**src/rtl/mem_arb_pkg.sv**
```systemverilog
// Shared types for the split I/D memory arbiter.
// Define MEM_ARB_RR_EN to make two-port conflicts round robin instead of B-over-A.
package mem_arb_pkg;

    typedef enum logic [1:0] {
        IDLE,
        SERVE_A,
        SERVE_B
    } arb_state_t;

    typedef enum logic {
        GRANT_A,
        GRANT_B
    } grant_t;

    // Reads always move the full word.
    localparam logic [1:0] ByteEnAll = 2'b11;

endpackage

```
**src/rtl/mem_arb_pick.sv**
```systemverilog
// Combinational grant selection between the fetch port (A) and the data port (B).
// MEM_ARB_RR_EN selects round robin on conflict; otherwise B has fixed priority.
module mem_arb_pick
    import mem_arb_pkg::*;
(
    input  logic   req_a,
    input  logic   req_b,
    input  grant_t last_grant,
    output logic   grant_valid,
    output grant_t grant
);

    grant_t conflict_grant;

`ifdef MEM_ARB_RR_EN
    assign conflict_grant = (last_grant == GRANT_B) ? GRANT_A : GRANT_B;
`else
    logic unused_last_grant;

    assign conflict_grant    = GRANT_B;
    assign unused_last_grant = (last_grant == GRANT_B);
`endif

    always_comb begin
        grant_valid = req_a | req_b;
        grant       = GRANT_A;
        if (req_a && req_b) begin
            grant = conflict_grant;
        end else if (req_b) begin
            grant = GRANT_B;
        end
    end

endmodule

```
**src/rtl/mem_arbiter.sv**
```systemverilog
// Serialises fetch (A) and data (B) requests onto a single physical memory port.
// Build option: MEM_ARB_RR_EN enables round-robin conflict resolution.
module mem_arbiter
    import mem_arb_pkg::*;
#(
    parameter int unsigned ADDR_W = 16,
    parameter int unsigned DATA_W = 16
) (
    input  logic              clk,
    input  logic              rst_n,

    input  logic              mem_read_a,
    input  logic [ADDR_W-1:0] mem_address_a,
    output logic [DATA_W-1:0] mem_rdata_a,
    output logic              mem_resp_a,

    input  logic              mem_read_b,
    input  logic              mem_write_b,
    input  logic [ADDR_W-1:0] mem_address_b,
    input  logic [DATA_W-1:0] mem_wdata_b,
    input  logic [1:0]        mem_byte_en_b,
    output logic [DATA_W-1:0] mem_rdata_b,
    output logic              mem_resp_b,

    output logic              pmem_read,
    output logic              pmem_write,
    output logic [ADDR_W-1:0] pmem_address,
    output logic [DATA_W-1:0] pmem_wdata,
    output logic [1:0]        pmem_byte_en,
    input  logic [DATA_W-1:0] pmem_rdata,
    input  logic              pmem_resp
);

    arb_state_t        state_q, state_d;
    logic [ADDR_W-1:0] addr_q, addr_d;
    logic [DATA_W-1:0] wdata_q, wdata_d;
    logic [1:0]        be_q, be_d;
    logic              write_q, write_d;

    logic   req_a;
    logic   req_b;
    logic   grant_valid;
    logic   take;
    grant_t grant;
    grant_t last_grant;

    assign req_a = mem_read_a;
    assign req_b = mem_read_b | mem_write_b;
    assign take  = (state_q == IDLE) && grant_valid;

    mem_arb_pick u_pick (
        .req_a       (req_a),
        .req_b       (req_b),
        .last_grant  (last_grant),
        .grant_valid (grant_valid),
        .grant       (grant)
    );

`ifdef MEM_ARB_RR_EN
    grant_t last_grant_q;

    always_ff @(posedge clk) begin
        if (!rst_n) begin
            last_grant_q <= GRANT_A;
        end else if (take) begin
            last_grant_q <= grant;
        end
    end

    assign last_grant = last_grant_q;
`else
    assign last_grant = GRANT_A;
`endif

    always_ff @(posedge clk) begin
        if (!rst_n) begin
            state_q <= IDLE;
        end else begin
            state_q <= state_d;
        end
    end

    always_ff @(posedge clk) begin
        if (!rst_n) begin
            addr_q  <= '0;
            wdata_q <= '0;
            be_q    <= '0;
            write_q <= 1'b0;
        end else begin
            addr_q  <= addr_d;
            wdata_q <= wdata_d;
            be_q    <= be_d;
            write_q <= write_d;
        end
    end

    // The request is captured only at grant; port changes during service are ignored.
    always_comb begin
        state_d = state_q;
        addr_d  = addr_q;
        wdata_d = wdata_q;
        be_d    = be_q;
        write_d = write_q;
        unique case (state_q)
            IDLE: begin
                if (take) begin
                    if (grant == GRANT_B) begin
                        state_d = SERVE_B;
                        addr_d  = mem_address_b;
                        wdata_d = mem_wdata_b;
                        write_d = mem_write_b;
                        be_d    = mem_write_b ? mem_byte_en_b : ByteEnAll;
                    end else begin
                        state_d = SERVE_A;
                        addr_d  = mem_address_a;
                        wdata_d = '0;
                        write_d = 1'b0;
                        be_d    = ByteEnAll;
                    end
                end
            end
            SERVE_A, SERVE_B: begin
                if (pmem_resp) begin
                    state_d = IDLE;
                end
            end
            default: state_d = IDLE;
        endcase
    end

    // Responses are masked while rst_n is low so an abandoned transaction never pulses.
    always_comb begin
        pmem_read    = 1'b0;
        pmem_write   = 1'b0;
        pmem_address = '0;
        pmem_wdata   = '0;
        pmem_byte_en = '0;
        mem_resp_a   = 1'b0;
        mem_resp_b   = 1'b0;
        mem_rdata_a  = '0;
        mem_rdata_b  = '0;
        unique case (state_q)
            SERVE_A: begin
                pmem_read    = 1'b1;
                pmem_address = addr_q;
                pmem_wdata   = wdata_q;
                pmem_byte_en = be_q;
                mem_resp_a   = pmem_resp & req_a & rst_n;
                if (mem_resp_a) begin
                    mem_rdata_a = pmem_rdata;
                end
            end
            SERVE_B: begin
                pmem_read    = ~write_q;
                pmem_write   = write_q;
                pmem_address = addr_q;
                pmem_wdata   = wdata_q;
                pmem_byte_en = be_q;
                mem_resp_b   = pmem_resp & req_b & rst_n;
                if (mem_resp_b) begin
                    mem_rdata_b = pmem_rdata;
                end
            end
            default: ;
        endcase
    end

endmodule

```
**config.mk**
```make
export PLATFORM = sky130hd
export DESIGN_NAME = mem_arbiter
export DESIGN_NICKNAME = d
export VERILOG_FILES = /design/src/rtl/mem_arb_pkg.sv /design/src/rtl/mem_arb_pick.sv /design/src/rtl/mem_arbiter.sv
export SDC_FILE = /design/constraint.sdc
export NUM_CORES = 1
export LEC_CHECK = 0
export CAP_MARGIN = 20
export CORE_ASPECT_RATIO = 0.9
export CORE_UTILIZATION = 35
export CTS_BUF_LIST = sky130_fd_sc_hd__clkbuf_2 sky130_fd_sc_hd__clkbuf_4 sky130_fd_sc_hd__clkbuf_8
export DETAILED_ROUTE_END_ITERATION = 7
export GPL_ROUTABILITY_DRIVEN = 0
export PLACE_DENSITY = 0.94
export SLEW_MARGIN = 20
export SYNTH_ARGS = -nofsm -noshare
export SYNTH_HDL_FRONTEND = slang
export SYNTH_SLANG_ARGS = --single-unit
```
**constraint.sdc**
```tcl
create_clock -name clk -period 1.58 [get_ports clk]
set_input_delay 0.316 -clock clk [delete_from_list [all_inputs] [get_ports clk]]
set_output_delay 0.316 -clock clk [all_outputs]
set_load 0.005 [all_outputs]
```
==> flow_summary.yaml <==
timing:
  min_period_over_period: 1.24
  finalHoldViolations: 0
  timing.fmax_mhz: 511
  measured_slew_at_the_worst_slew_check_pin_ns: 0.290
  slew_headroom: 0.807
  skew_ns: 0.00766
  post-route-worst-setup-slack_ns: -0.377
  grt_setup_unrepaired: "true"
  finalSetupViolations: 69
  hold_slack_ns: 0.482
  final_critical_delay_including_setup_and_external_delays_ns: 1.96
  finalMaxSlewViolations: 0
yosys:
  synth_flop_cell: "sky130_fd_sc_hd__dfxtp_1"
  synth-edff-count: 0
  post_synth_and_or_nand_nor_area_fraction: 0.259
  async_reset_ff_frac: 0
  synth.largest_area_cell: "sky130_fd_sc_hd__dfxtp_1"
  yosys.area_share.xor_xnor: 0
  synth_compound_area_frac: 0.201
  synth-seq-area-share: 0.381
  syn-mean-instance-area_um2: 9.16
  yosys.cell_types.count: 29
  synth_top_cells_by_area: "sky130_fd_sc_hd__dfxtp_1, sky130_fd_sc_hd__and2_1, sky130_fd_sc_hd__mux2i_1"
  postSynthCellCount: 212
  synth_top_area_share: 0.381
  synthAdderAreaFrac: 0.0193
  share_of_synthesized_area_spent_on_multiplexers: 0.0825
  synth_area_mm2: 0.00194
  syn-num-nets: 287
  synth_top_family_by_area: "simple AND/OR/NAND/NOR gates"
  yosysWarnings: 0
  ys_seq_elements: 37
pwr:
  worst_ir_drop_vdd_v: 0.000630
  power_dens_cells_mw_per_mm2: 795
  total_power_mw: 3.35
  total_leakage_power_nw: 1.92
routing:
  via_count: 2248
  drt_first_iter_violations: 84
  wl_per_cell_um: 15.6
  route.detailed.drc: 0
  drt_first_pass_iters: 4
  drt-total-wl_mm: 7.10
  ant_nets: 0
  post_detailed_route_via_to_cell_ratio: 4.93
floorplan:
  die_area_mm2: 0.00585
  die_w_um: 80.5
  start_util: 0.367
  row_count: 25
  area_of_the_core_mm2: 0.00529
  die_y_extent_um: 72.7
  floorplan.io_pins: 142
hold_path:
  hold_start: "wdata_q[3]"
  timing.hold.worst_path_depth: 1
  hold_class: "reg -> reg"
  hold_end: "wdata_q[3]"
setup_path:
  worst-path-max-fanout: 4
  timing.reg2reg.worst_path_depth: 7
  startpoint_to_endpoint_class_of_the_critical_path: "reg -> out"
  arrival_ns: 1.64
  critical_path.endpoint_type: "output port"
  r2r_start: "state_q[0]"
  critical_path.reg2reg.endpoint: "state_q[0]"
  ff2ff_setup_slack_ns: 0.08
  startpoint_type: "register"
  critical_path_required_ns: 1.26
layout:
  nNetsFinal: 463
  postLayoutCellArea_mm2: 0.00422
  num_antenna_cells: 0
  area_growth_syn_to_layout_pct: 117
  utilization_after_layout: 0.798
  finish.cell_count_without_fillers: 456
  drive_above_1_share: 0.517
clocking:
  cts_buffers: 5
  clockBufferDepth: 2
  clockRootBuffer: "sky130_fd_sc_hd__clkbuf_8"
  tritoncts: "done"
  cts.clk_slew.worst_paths_ns: 0.07
  clock_latency_ns: 0.29
  clock_sinks: 37
  total_number_of_h_tree_levels: 2
global_route:
  overflow: 0
  globalRouteTotalUtil: 0.242
  first_global_vias: 2268
  grt_max_degree: 24
  antenna_found_initial: 0
  grt_pass1_wl_mm: 10.8
flow_run:
  drv_cap: 0
run_status:
  run_status: "finished, violations left"
  failing_checks: "setup timing"
placed_design:
  detailed_place_hpwl_mm: 4.42
  place.port_buffers: 141
  post_dp_cell_area_mm2: 0.00349
  numPlacedInstances: 418
==> Yosys cell counts, types with 2 or more instances <==
cell type,count
sky130_fd_sc_hd__and2_1,67
sky130_fd_sc_hd__inv_1,3
sky130_fd_sc_hd__nand2_1,2
sky130_fd_sc_hd__a22o_2,10
sky130_fd_sc_hd__nand2b_1,2
sky130_fd_sc_hd__dfxtp_1,37
sky130_fd_sc_hd__buf_6,2
sky130_fd_sc_hd__a22o_1,6
sky130_fd_sc_hd__clkbuf_1,9
sky130_fd_sc_hd__mux2i_1,16
sky130_fd_sc_hd__o221a_2,2
sky130_fd_sc_hd__a21oi_1,17
sky130_fd_sc_hd__o21ai_0,18
sky130_fd_sc_hd__nor2b_1,2
sky130_fd_sc_hd__buf_2,3
sky130_fd_sc_hd__ha_1,3
==> placed cells by master (no fill, tap or decap), drive strengths merged, types with 2 or more instances in the layout <==
master and instances:
dlygate4sd2 7, a21oi 17, inv 3, and2 67, clkdlybuf4s50 67, nor2 2, o221a 2, nand2b 2
o21ai 18, clkbuf 6, and4 2, nor2b 3, nand2 2, dfxtp 37, mux2i 16, buf 109
ha 3, a22o 16
==> routing by layer <==
metal	routed length [µm]	global-route usage	part of all wire	vias to the layer above
li1	-	-	-	1088
met1	2680	0.253	0.38	1035
met2	3590	0.444	0.51	107
met3	619	0.0863	0.087	18
met4	206	0.0913	0.029	0
met5	0	0	0	-
==> flip-flops by register name (all words and copies together), names as in the netlist <==
signal	flops
addr_q	16
be_q	2
state_q	2
wdata_q	16
write_q	1
==> logic make-up (layout without fill, tap and decap cells) <==
family	after synthesis	after routing
muxes	16	16
AOI/OAI and AO/OA	58	58
buffers and inverters	19	195
and+or+nand+nor	79	80
DFF	37	37
adders and majority gates	3	3
==> stage by stage <==
step | TNS (ns) | setup WS, ns
4_1_cts | -18.94 | -0.440
3_3_place_gp | -36.76 | -0.554
3_5_place_dp | -39.40 | -0.575
5_1_grt | -19.90 | -0.449
2_1_floorplan | 0 | 0.0760
6_report | -15.68 | -0.377
==> area by class of cell <==
| class | count | area [µm²] |
|---|---|---|
| inverters | 3 | 16.3 |
| repair buffers | 184 | 1940 |
| well taps | 67 | 83.8 |
| flip-flops and latches | 37 | 748 |
| fillers | 356 | 1070 |
| clock inverters | 2 | 38.8 |
| multi-input cells | 157 | 1310 |
| clock buffers | 6 | 76.3 |
==> worst max-delay path by stage <==
stage	from	slack, ns	cells after the start	end
global route	state_q[1]	-0.45	9	mem_rdata_b[8]
finish	state_q[1]	-0.38	9	mem_rdata_b[0]
floorplan	state_q[1]	0.08	6	mem_rdata_a[10]
global placement	mem_read_b	-0.55	6	mem_rdata_b[14]
CTS	state_q[1]	-0.44	9	mem_rdata_b[12]
detailed placement	mem_read_b	-0.57	6	mem_rdata_b[12]
==> worst max-delay path, cell delays in order (launching register included) <==
cell	delay (ns)
sky130_fd_sc_hd__dfxtp_4	0.37
sky130_fd_sc_hd__buf_6	0.10
sky130_fd_sc_hd__ha_4	0.14
sky130_fd_sc_hd__nand3_4	0.08
sky130_fd_sc_hd__nor2_4	0.14
sky130_fd_sc_hd__buf_6	0.14
sky130_fd_sc_hd__buf_6	0.10
sky130_fd_sc_hd__buf_6	0.09
sky130_fd_sc_hd__and2_4	0.13
sky130_fd_sc_hd__buf_6	0.08
==> power breakdown <==
group          switching [mW]  total [mW]  leakage [nW]  internal (mW)
sequential             0.0748        1.14         0.308           1.06
clock                   0.337       0.828        0.0588          0.491
combinational           0.502        1.38          1.55          0.881
==> what timing repair did <==
| action | in CTS | in global routing |
|---|---|---|
| gates cloned | 8 | 0 |
| hold endpoints to repair | 0 | 0 |
| resized for setup | 407 | 43 |
| pin swaps | 59 | 6 |
| buffers inserted | 25 | 5 |
| hold buffers | 0 | 0 |
| setup endpoints to repair | 82 | 92 |
Note: power is estimated with default switching activity, not from simulation.
